`src/rtl/pwm_peripheral.sv`:
```
// pwm_peripheral
//   Turns the SPI register block's enable and duty registers into 16
//   registered output pins. Each pin is driven low, static high, or with a
//   shared 8-bit PWM waveform. All PWM pins share one phase.
//
//   Build option: PWM_GLITCHFREE_UPDATE_EN
//     undefined - the duty compare uses pwm_duty_cycle directly, so a new
//                 duty value is used on the next clk.
//     defined   - the duty compare uses a shadow copy. The copy loads on the
//                 period wrap and once on the first clk after reset release,
//                 so a mid-period write waits for the next period boundary.
//
//   Parameters
//     CLK_DIV    : system clocks per PWM counter step (1..65535)
//     PRESCALE_W : prescaler width, CLK_DIV <= 2**PRESCALE_W
//
//   Ports
//     clk             : system clock, rising edge
//     rst_n           : asynchronous active-low reset
//     en_reg_out_7_0  : output enable, pins 7:0
//     en_reg_out_15_8 : output enable, pins 15:8
//     en_reg_pwm_7_0  : PWM mode select, pins 7:0
//     en_reg_pwm_15_8 : PWM mode select, pins 15:8
//     pwm_duty_cycle  : duty, 0x00 = always low, 0xFF = always high
//     out             : registered output pins
//     period_start    : one-clk pulse on the first clk of each PWM period
module pwm_peripheral #(
    parameter int unsigned CLK_DIV    = 13,
    parameter int unsigned PRESCALE_W = 16
) (
    input  logic        clk,
    input  logic        rst_n,
    input  logic [7:0]  en_reg_out_7_0,
    input  logic [7:0]  en_reg_out_15_8,
    input  logic [7:0]  en_reg_pwm_7_0,
    input  logic [7:0]  en_reg_pwm_15_8,
    input  logic [7:0]  pwm_duty_cycle,
    output logic [15:0] out,
    output logic        period_start
);

    localparam logic [PRESCALE_W-1:0] PRESCALE_MAX = PRESCALE_W'(CLK_DIV - 1);
    localparam logic [7:0]            CNT_MAX      = 8'd254;

    logic [PRESCALE_W-1:0] prescaler;
    logic [7:0]            pwm_cnt;
    logic [7:0]            duty_active;
    logic                  tick;
    logic                  wrap;
    logic                  pwm_level;
    logic [15:0]           en_out;
    logic [15:0]           en_pwm;
    logic [15:0]           next_out;

    assign en_out = {en_reg_out_15_8, en_reg_out_7_0};
    assign en_pwm = {en_reg_pwm_15_8, en_reg_pwm_7_0};

    assign tick = (prescaler == PRESCALE_MAX);
    // Edge on which pwm_cnt goes 254 -> 0; period_start shows it one clk later,
    // i.e. on the first clk the counter reads 0.
    assign wrap = tick && (pwm_cnt == CNT_MAX);

    always_ff @(posedge clk or negedge rst_n) begin
        if (!rst_n) begin
            prescaler <= '0;
        end else if (tick) begin
            prescaler <= '0;
        end else begin
            prescaler <= prescaler + 1'b1;
        end
    end

    always_ff @(posedge clk or negedge rst_n) begin
        if (!rst_n) begin
            pwm_cnt <= '0;
        end else if (wrap) begin
            pwm_cnt <= '0;
        end else if (tick) begin
            pwm_cnt <= pwm_cnt + 8'd1;
        end
    end

    always_ff @(posedge clk or negedge rst_n) begin
        if (!rst_n) begin
            period_start <= 1'b0;
        end else begin
            period_start <= wrap;
        end
    end

`ifdef PWM_GLITCHFREE_UPDATE_EN
    logic loaded;

    // The shadow loads on the same edge that raises period_start, so the new
    // duty governs the period from its very first count (pwm_cnt = 0).
    always_ff @(posedge clk or negedge rst_n) begin
        if (!rst_n) begin
            duty_active <= '0;
            loaded      <= 1'b0;
        end else begin
            loaded <= 1'b1;
            if (!loaded || wrap) begin
                duty_active <= pwm_duty_cycle;
            end
        end
    end
`else
    assign duty_active = pwm_duty_cycle;
`endif

    // 0xFF is forced high so a full-duty pin never drops at pwm_cnt = 254.
    assign pwm_level = (duty_active == 8'hFF) ? 1'b1 : (pwm_cnt < duty_active);

    always_comb begin
        next_out = en_out & (~en_pwm | {16{pwm_level}});
    end

    always_ff @(posedge clk or negedge rst_n) begin
        if (!rst_n) begin
            out <= '0;
        end else begin
            out <= next_out;
        end
    end

endmodule

```
`config.mk`:
```
export PLATFORM = sky130hd
export DESIGN_NAME = pwm_peripheral
export DESIGN_NICKNAME = d
export VERILOG_FILES = /design/src/rtl/pwm_peripheral.sv
export SDC_FILE = /design/constraint.sdc
export NUM_CORES = 1
export LEC_CHECK = 0
export BUFFER_PORTS_ARGS = -buffer_cell sky130_fd_sc_hd__buf_4
export CAP_MARGIN = 20
export CORE_ASPECT_RATIO = 1.4
export CORE_MARGIN = 5
export CORE_UTILIZATION = 45
export CTS_BUF_LIST = sky130_fd_sc_hd__clkbuf_8
export DETAILED_ROUTE_END_ITERATION = 7
export MAX_ROUTING_LAYER = met4
export PLACE_DENSITY = 0.71
export SYNTH_ARGS = -nofsm -noshare
export SYNTH_HDL_FRONTEND = slang
export SYNTH_SLANG_ARGS = --single-unit
export TNS_END_PERCENT = 100
```
`constraint.sdc`:
```
create_clock -name clk -period 4.61 [get_ports clk]
set_input_delay 0.922 -clock clk [delete_from_list [all_inputs] [get_ports clk]]
set_output_delay 0.922 -clock clk [all_outputs]
set_load 0.01 [all_outputs]
```
---- Word-level counts from Yosys, hierarchy flattened ----
Cells that the tools add are included.
word-level totals
  ROM bits ................................ 0
  latch bits .............................. 0
  output and inout port bits .............. 17
  memories kept ........................... 0
  input port bits ......................... 42
  bits in writable memories ............... 0
  bits in registers ....................... 41
operators by class
  add/sub/neg operators ................... 2
  bitwise logic cells ..................... 3
  order comparisons ....................... 1
  multiply operators ...................... 0
  reduce and logical (&&, ||, !) cells .... 2
  eq/ne operators ......................... 3
  muxes and demuxes ....................... 4
  divide/modulo/power cells ............... 0
  shift-type cells ........................ 0
operator list
  operator               number
  $add 16x1->16 const B  1
  $and 16x16->16         1
  $eq 16x4->1 const B    1
  $eq 8x8->1 const B     2
  $mux 16                1
  $mux 8                 2
  $not 16->16            1
  $or 16x16->16          1
  $add 8x1->8 const B    1
  $lt 8x8->1             1
  $reduce_bool 2->1      1
  $logic_and 1x1->1      1
  $mux 1                 1

---- Depth between registers and ports, before layout ----
  depth after elaboration ................. 4
  gate-level depth with buffers ........... 7
  gate-level depth less buffers ........... 6

---- Least setup slack after synthesis ----
Ideal clock, no wire load.
  path type ............................... input to register
  start ................................... input pwm_duty_cycle[7]
  end ..................................... register out[10]
  cell stages on the path ................. 7
  slack ................................... 2.347 ns
  data arrival time ....................... 2.141 ns
  data required time ...................... 4.488 ns
  path through ............................ inv_1 ha_1 and4_1 o21ai_1 o32ai_2 buf_6 a21boi_2
between the ends
  word-level cells in the longest chain between the ends .. 4
ends and longest elaborated chain
  element                                   RTL line  source
  start, declared                           37        input logic [7:0] pwm_duty_cycle,
  $lt 8x8->1 or $eq 8x8->1 (tied branches)  112       assign pwm_level = (duty_active == 8'hFF) ? 1'b1 : (pwm_cnt < duty_active);
  $mux 1 (*)                                112
  $or 16x16->16 (*)                         115       next_out = en_out & (~en_pwm | {16{pwm_level}});
  $and 16x16->16 (*)                        115
  net next_out[10]                          53        logic [15:0] next_out;
  end signal, assigned                      122       out <= next_out;
  end, declared                             38        output logic [15:0] out,
The timed path passes the listed nets; every way through them passes the cells marked *.
A chain may end at the register's enable or synchronous reset.

---- Worst setup path after layout ----
  start ................................... input pwm_duty_cycle[7]
  end ..................................... register out[1]
Same word-level chain as after synthesis.

==> metrics <==
die area 5994 µm²; DRT Wirelength 4.216 mm; met3 WL 125 µm; initial DRC count 33; setup TNS 0 ns; Final Cycle Share 46.53%; CTS tree built; core area 4463 µm²; Period minus WS final 2.145 ns; Yosys top cell area share between 50% and 60%; critical path endpoint category flop; mean number of vias per cell 5.000; RSZ-0062 raised after global routing false; required time worst endpoint 4.77 ns; Remaining DRCs 0; remaining global-route overflow 0; GP Congestion 0.8556; Data arrival, critical path 2.30 ns; #FFs+latches synth 41; Leak 1.286 nW; Vias about 1500; Sink Count 41; commonest non-fill, non-tap cell in the layout buf_4; gr usage total 16.62%; Syn Inst Count ~180; clock buffer depth 2; achievable frequency around 470 MHz; Num CTS Buffers 5; die width 66.88 µm; area leader, netlist dfrtp_1; synth top area cells dfrtp_1 (50%), ha_1 (6.8%), a21boi_2 (5.5%); max cap viols 0; Worst VDD drop 0.0001943 V; final slew viol count 0; initial antenna violation count 0; Syn Std Cell Area 2038 µm²; Final Total Pwr 0.7236 mW; Max-slew headroom 66.09%; post-synth net total 231; ANT cells 0; wire length on met1 between 1 and 1.5 mm; Die Y 89.63 µm; clk_lat worst skew approximately 0.29 ns; PwrDens 273.6 nW/µm²; share of cells above drive strength 1 34.30%; Layout area overhead 29.77%; IO buf count 58; Slew @ Worst Pin 0.5087 ns; # hold bufs at CTS 0; kind of critical path in2reg; synth unique cells 35; first-pass GRT wire length just over 7 mm; commonest cells after routing, fill and taps aside buf_4 (59), dfrtp_1 (41), inv_1 (13); max layer used met4; routed length per instance 13.87 µm; HP Class reg2reg; Initial DRT Pass Iterations 4; Clock transition at path regs roughly 0.070 ns; CTS Root Cell clkbuf_8; post-CTS sizing 0; num ports 59; outcome completed; Post-Syn Area per Cell around 11 µm²; detailed placement HPWL 3.302 mm; met2 WL 2.515 mm; Final ANT Viol Nets 0; Fin. Hold Viols 0; Synthesis Warnings 0; Worst Path Max Fanout 16; layout net count 294; post-synthesis sequential area ratio 50.34%; final setup violation count 0; clk_skew 0.007048 ns; H-tree depth 2; row count 29; largest net degree at the start of global routing 42; postcts setup bufs 0; vias in the first global route 1590; Initial Utilization 45.67%; FILL cells 404; CP Launch Type input pin
[per-stage QoR]
stage | hold WS [ns] | cells | util (%) | area, µm² | worst slack (ns)
final | 0.4915 | 304 | 59.27 | 2645 | 2.465
after global routing | 0.5155 | 304 | 59.27 | 2645 | 2.393
after CTS | 0.4974 | 304 | 59.27 | 2645 | 2.454
after detailed placement | 0.4856 | 296 | 56.66 | 2529 | 2.145
after global placement | 0.4633 | 296 | 56.66 | 2529 | 2.220
after floorplan | 0.4463 | 178 | - | 2038 | 2.347
[cells by family after synthesis]
family / share of synthesized area [%]
xor+xnor: 5.586
buf+inv: 3.683
compound gates: 16.64
simple gates: 16.27
mux: 0.7364
flops: 50.34
fa+ha+maj: 6.753
[synthesized netlist by cell type]
cell type / number
nand4_1: 6
a21o_1: 1
ha_1: 11
nand3_1: 11
nand2b_4: 1
xnor2_1: 9
buf_4: 1
xor2_1: 4
or2_2: 1
nor4_1: 1
a22o_1: 1
nand2_1: 11
a41o_1: 1
o21ai_1: 1
nor4b_4: 1
o21ai_0: 5
o32ai_2: 1
a31oi_1: 1
o41ai_1: 2
inv_1: 12
buf_6: 2
a2111oi_4: 1
o31ai_1: 3
o21a_1: 1
nor3_1: 3
a21boi_0: 7
nor2_1: 11
a21boi_2: 10
and3_1: 5
and2_1: 2
a21oi_1: 4
dfrtp_1: 41
mux2_4: 1
and4_1: 4
and4bb_2: 1
[registers in the layout, indices dropped and copies added (netlist names)]
signal	cells
out	16
prescaler	16
pwm_cnt	8
period_start	1
[power by group]
group | switching (mW) | internal (mW)
logic | 0.0255 | 0.0393
registers | 0.00190 | 0.367
clock network | 0.116 | 0.174
total | 0.143 | 0.580
[cell type report]
class / count / area, µm² / area share, %
Inverter: 12 / 45.04 / 1.703
Timing Repair Buffer: 59 / 442.9 / 16.75
Sequential cell: 41 / 1026 / 38.79
Multi-Input combinational cell: 122 / 937.1 / 35.43
Clock buffer: 6 / 82.58 / 3.122
Tap cell: 62 / 77.57 / 2.933
Clock inverter: 2 / 33.78 / 1.277
[critical path, stage by stage]
cell      delay, ns
buf_4          0.08
inv_1          0.04
ha_1           0.31
and4_1         0.20
o21ai_1        0.08
o32ai_2        0.26
buf_4          0.28
a21boi_0       0.13
[routing by layer]
metal / vias up / track usage, %
met5: - / -
met4: 0 / 5.535
met3: 6 / 2.615
met2: 24 / 31.68
met1: 726 / 17.08
li1: 764 / -
[final timing paths]
path / startpoint / end / slack [ns] / depth (start not counted)
min in group asynchronous: rst_n / out[1] / 0.60 / 1
max reg2reg: prescaler[0] / pwm_cnt[6] / 2.76 / 6
min: prescaler[15] / prescaler[15] / 0.49 / 1
min reg2reg: prescaler[15] / prescaler[15] / 0.49 / 1
max: pwm_duty_cycle[7] / out[1] / 2.46 / 8
max in group asynchronous: rst_n / prescaler[0] / 3.65 / 1
No activity file was read; power rests on OpenSTA's default activity.
